===== config.mk =====
export PLATFORM = sky130hd
export DESIGN_NAME = ep01_b
export DESIGN_NICKNAME = d
export VERILOG_FILES = /design/src/rtl/ep01_b.sv
export SDC_FILE = /design/constraint.sdc
export NUM_CORES = 1
export LEC_CHECK = 0
export CORE_AREA = 5 5 42 44
export CTS_BUF_LIST = sky130_fd_sc_hd__clkbuf_8 sky130_fd_sc_hd__clkbuf_16
export DETAILED_ROUTE_END_ITERATION = 10
export DIE_AREA = 0 0 47 49
export PLACE_DENSITY_LB_ADDON = 0.12
export SLEW_MARGIN = 0
export SYNTH_ARGS = -nofsm -noshare
export SYNTH_HDL_FRONTEND = slang
export SYNTH_SLANG_ARGS = --single-unit

===== constraint.sdc =====
create_clock -name clk -period 1.1 [get_ports clk]
set_input_delay 0.22 -clock clk [delete_from_list [all_inputs] [get_ports clk]]
set_output_delay 0.22 -clock clk [all_outputs]
set_load 0.05 [all_outputs]

===== src/rtl/ep01_b.sv =====
// ep01_b: 4-input Boolean function unit with a registered copy, edge pulses and code coverage.
// Optional code coverage is enabled by defining EP01B_COVERAGE_EN.
module ep01_b #(
  parameter logic [15:0] TRUTH_TABLE = 16'h28AC
) (
  input  logic        clk,
  input  logic        rst,
  input  logic        a,
  input  logic        b,
  input  logic        c,
  input  logic        d,
  output logic        f,
  output logic        f_q,
  output logic        f_rise,
  output logic        f_fall,
  output logic [15:0] seen_mask,
  output logic        all_seen
);

  logic [3:0] code_s;
  logic       f_s;
  logic       f_q_r;
  logic       f_rise_r;
  logic       f_fall_r;

  function automatic logic table_lookup(input logic [15:0] tt, input logic [3:0] idx);
    return tt[idx];
  endfunction

  assign code_s = {a, b, c, d};

  // Combinational table lookup; a is the code MSB.
  always_comb begin
    f_s = table_lookup(TRUTH_TABLE, code_s);
  end

  assign f = f_s;

  // Registered copy of f and one-cycle edge pulses aligned with the new f_q value.
  always_ff @(posedge clk or posedge rst) begin
    if (rst) begin
      f_q_r    <= 1'b0;
      f_rise_r <= 1'b0;
      f_fall_r <= 1'b0;
    end else begin
      f_q_r    <= f_s;
      f_rise_r <= f_s & ~f_q_r;
      f_fall_r <= ~f_s & f_q_r;
    end
  end

  assign f_q    = f_q_r;
  assign f_rise = f_rise_r;
  assign f_fall = f_fall_r;

`ifdef EP01B_COVERAGE_EN
  logic [15:0] seen_mask_r;
  logic [15:0] mask_next_s;
  logic        all_seen_r;

  // Next coverage mask: sticky OR of the code sampled this edge.
  always_comb begin
    mask_next_s = seen_mask_r | (16'h0001 << code_s);
  end

  // all_seen is registered from the next mask so it moves in the same cycle as the mask.
  always_ff @(posedge clk or posedge rst) begin
    if (rst) begin
      seen_mask_r <= 16'h0000;
      all_seen_r  <= 1'b0;
    end else begin
      seen_mask_r <= mask_next_s;
      all_seen_r  <= &mask_next_s;
    end
  end

  assign seen_mask = seen_mask_r;
  assign all_seen  = all_seen_r;
`else
  assign seen_mask = 16'h0000;
  assign all_seen  = 1'b0;
`endif

endmodule


---- Word-level counts from Yosys, hierarchy flattened ----
Memory sizes are Yosys's and may differ from the RTL's.
Cells that the tools add are included.
word-level totals
  word-level logic and storage cells ...... 10
  register bits ........................... 3
  memories kept ........................... 1
  bits in read-only memories .............. 16
cells by class
  multiplexer cells ....................... 1
  $lt $le $gt $ge ......................... 1
  bitwise gates (word level) .............. 4
memories
  memory            words  width  rd ports  clocked after memory_dff  wr ports  line  text
  (name not given)  16     1      1         0                         0         27    return tt[idx];
operators with widths
  kind                number
  $lt 4x5->1 const B  1
  $and 1x1->1         2
  $not 1->1           2
  $mux 1              1

---- Logic depth before layout (Yosys ltp) ----
  depth in word-level cells ............... 4
  depth in mapped cells ................... 2
  depth with buffers taken out ............ 2

---- Least setup slack after synthesis ----
No wires, ideal clock.
  path type ............................... input-to-reg
  start ................................... input port a
  end ..................................... register f_q_r, in the netlist f_q
  path buffers ............................ 0
  library setup time ...................... 0.245 ns
  arrival time ............................ 1.525 ns
  stages on the path ...................... 2
  setup slack ............................. -0.670 ns
  cells stage by stage .................... and3_4 > nor3_1
on the way
  longest elaborated chain between the ends .. 2
ends and longest elaborated chain
  what                          line  text
  start: declaration            8     input logic a,
  $mem_v2 16x1                  n/a
  $mux 1 (not written as such)  27
  via f                         12    output logic f,
  end signal: assignment        46    f_q_r <= f_s;
  end: declaration              22    logic f_q_r;
The timed path passes the listed nets, and every way through them passes these cells. The select of a mux whose other input is x is not followed.

---- Worst setup path after layout ----
  start ................................... input port a
  end ..................................... output port f
on the way
  longest elaborated chain between the ends .. 2
ends and longest elaborated chain
  what                          line
  $mem_v2 16x1                  n/a
  $mux 1 (not written as such)  27
  end: declaration              12
No other way between the ends. The select of a mux whose other input is x is not followed.

==> results.json <==
{
  "fin_skew_ns": 0.0006168,
  "antenna_found_initial": 0,
  "holdBufCountCts": 0,
  "syn_area_um2": 261.5,
  "finalHoldViolCount": 0,
  "dpl.hpwl_um": 431.8,
  "drive_above_1_share_pct": 45.65,
  "area_growth_pct": 72.73,
  "setup_slack_ns": -0.01520,
  "rsz0062_at_grt": "true",
  "ir_drop_mv": 0.8784,
  "cp_max_fo": 2,
  "core-area_mm2": 0.001401,
  "via_per_inst": 3.000,
  "drc": 0,
  "crit_type": "input port to output pin",
  "path_cells": "buf_6 > and3_4 > nor3_4 > buf_12",
  "antenna_left": 0,
  "top_level_ports": 27,
  "die-area_mm2": 0.002303,
  "cts_tree": "built",
  "initial_core_util_pct": 18.66,
  "clk_pin_slew_ns": 0.03,
  "clock_latency_ns": 0.21,
  "numCtsBuffers": 3,
  "p_leak_nw": 0.2354,
  "cp-start-kind": "input port",
  "r2r_slack_ns": 0.33,
  "clockBufferDepth": 2,
  "portBuffers": 9,
  "crit_buf_inv": 2,
  "cts_root_buffer": "clkbuf_8",
  "crit_arrival_ns": 0.90,
  "grt_pass1_vias": 187,
  "status": "finished, violations left",
  "syn_inst": 28,
  "syn_area_per_cell_um2": 9.339,
  "die_h_um": 49,
  "drtIter0Drc": 1,
  "slowest_stage": "nor3_4",
  "seq_area_frac_synth_pct": 28.71,
  "required_ns": 0.88,
  "yosysWarnings": 0,
  "end_kind": "output pin",
  "maxSlewViolCount": 0,
  "vias": 186,
  "p_total_mw": 0.7381,
  "critical-path-top-delay-family": "simple AND/OR/NAND/NOR gates",
  "seqCellArea_um2": 75.07,
  "violations": "negative setup slack",
  "drv_cap": 0,
  "cts_max_level": 1,
  "final_nets": 53,
  "drt_pass1_iterations": 2,
  "ys_ff_latch": 3,
  "n_antenna_cell": 0,
  "multi_input_area_um2": 135.1,
  "fill_cells": 151,
  "clock_sinks": 3,
  "dp_slack_ns": -0.3910,
  "fin_crit_sh_pct": 101.4,
  "min_period_ns": 1.115,
  "timing.fmax_mhz": 896.7,
  "grt_max_degree": 4,
  "num_rows": 14,
  "max_stage_delay_ns": 0.23,
  "place_congestion": 0.6818,
  "routedWlPerCell_um": 7.823,
  "grt_remaining_overflow": 0,
  "ys_types": 10,
  "grt_pass1_wl_um": 738,
  "setup_violations": 1,
  "routed_wl_um": 485,
  "post-route-util_pct": 32.23,
  "p_per_area_mw_per_mm2": 1634,
  "grt_usage_pct": 4.594,
  "hp-class": "input port to asynchronous set/reset pin",
  "die_x_um": 47
}
## path summary, 6_finish.rpt
check                          to  from  cells past startpoint
max                             f     a                      4
max reg2reg                f_rise   f_q                      1
min in group clk           f_rise     a                      4
min reg2reg                f_rise   f_q                      1
max in group asynchronous  f_rise   rst                      2
min                           f_q   rst                      2
## metrics by stage
step / instances / hold slack, ns / setup TNS [ns] / cell area, µm²
2_1_floorplan: 44 / -0.02636 / -0.006292 / 332.8
3_3_place_gp: 55 / 0.3967 / -0.9572 / 377.9
3_5_place_dp: 55 / 0.4052 / -1.015 / 377.9
4_1_cts: 61 / 0.1701 / -0.06313 / 444.2
5_1_grt: 62 / 0.1988 / -0.03727 / 451.7
6_report: 62 / 0.1690 / -0.01520 / 451.7
## cell type report
type	instances	area share, %
clock inverters	1	0.8310
multi-input cells	23	29.92
repair buffers	15	38.23
clock buffers	3	9.141
well taps	16	4.432
inverters	1	0.8310
flip-flops and latches	3	16.62
## sequential cells by signal (all words and copies together) (netlist names)
| register | cells |
|---|---|
| f_q | 1 |
| f_fall | 1 |
| f_rise | 1 |
## cell usage in the layout (no fill, tap or decap)
master,count
nor3_4,1
dfrtp_1,3
buf_12,4
clkbuf_8,3
buf_2,1
nor2_2,1
clkdlybuf4s50_1,1
and3_4,1
clkdlybuf4s15_1,1
inv_1,2
buf_6,2
conb_1,17
o31a_1,1
buf_4,6
o21ba_4,1
nor4_2,1
## per-layer routing
layer	part of all wire [%]	vias to the layer above	track usage (%)	wire length [µm]
li1	-	91	-	-
met1	35	77	4.000	170
met2	45	18	7.240	217
met3	20	0	4.428	97
met4	0	0	1.382	0
met5	0	-	0	0
## timing repair
action | 4_1_cts | 5_1_grt
endpoints found under the setup margin | 2 | 1
gates cloned | 0 | 0
buffers inserted | 2 | 1
hold endpoints to repair | 0 | 0
gates resized for setup | 19 | 0
pin swaps | 3 | 2
## cells by family (layout without fill, tap and decap cells)
group | after synthesis | count (layout) | synth area share (%)
AOI/OAI and AO/OA | 2 | 2 | 7.178
buffers and inverters | 18 | 20 | 50.24
DFF | 3 | 3 | 28.71
other | 1 | 17 | 1.434
and+or+nand+nor | 4 | 4 | 12.44
## synthesized netlist by cell type
library cell,instances,area share [%]
dfrtp_1,3,29
nor3_1,1,1.9
o31a_1,1,3.3
and3_4,1,4.3
buf_4,17,49
nor2_1,1,1.4
nor4_2,1,4.8
inv_1,1,1.4
o21ba_1,1,3.8
conb_1,1,1.4
## where the power goes
group	leakage, nW	internal, mW	total [mW]	switching (mW)
clock network	0.0269	0.238	0.310	0.0722
logic	0.171	0.0948	0.297	0.203
registers	0.0380	0.121	0.131	0.0101
total	0.235	0.453	0.738	0.285
Note: power is estimated with default switching activity, not from simulation.
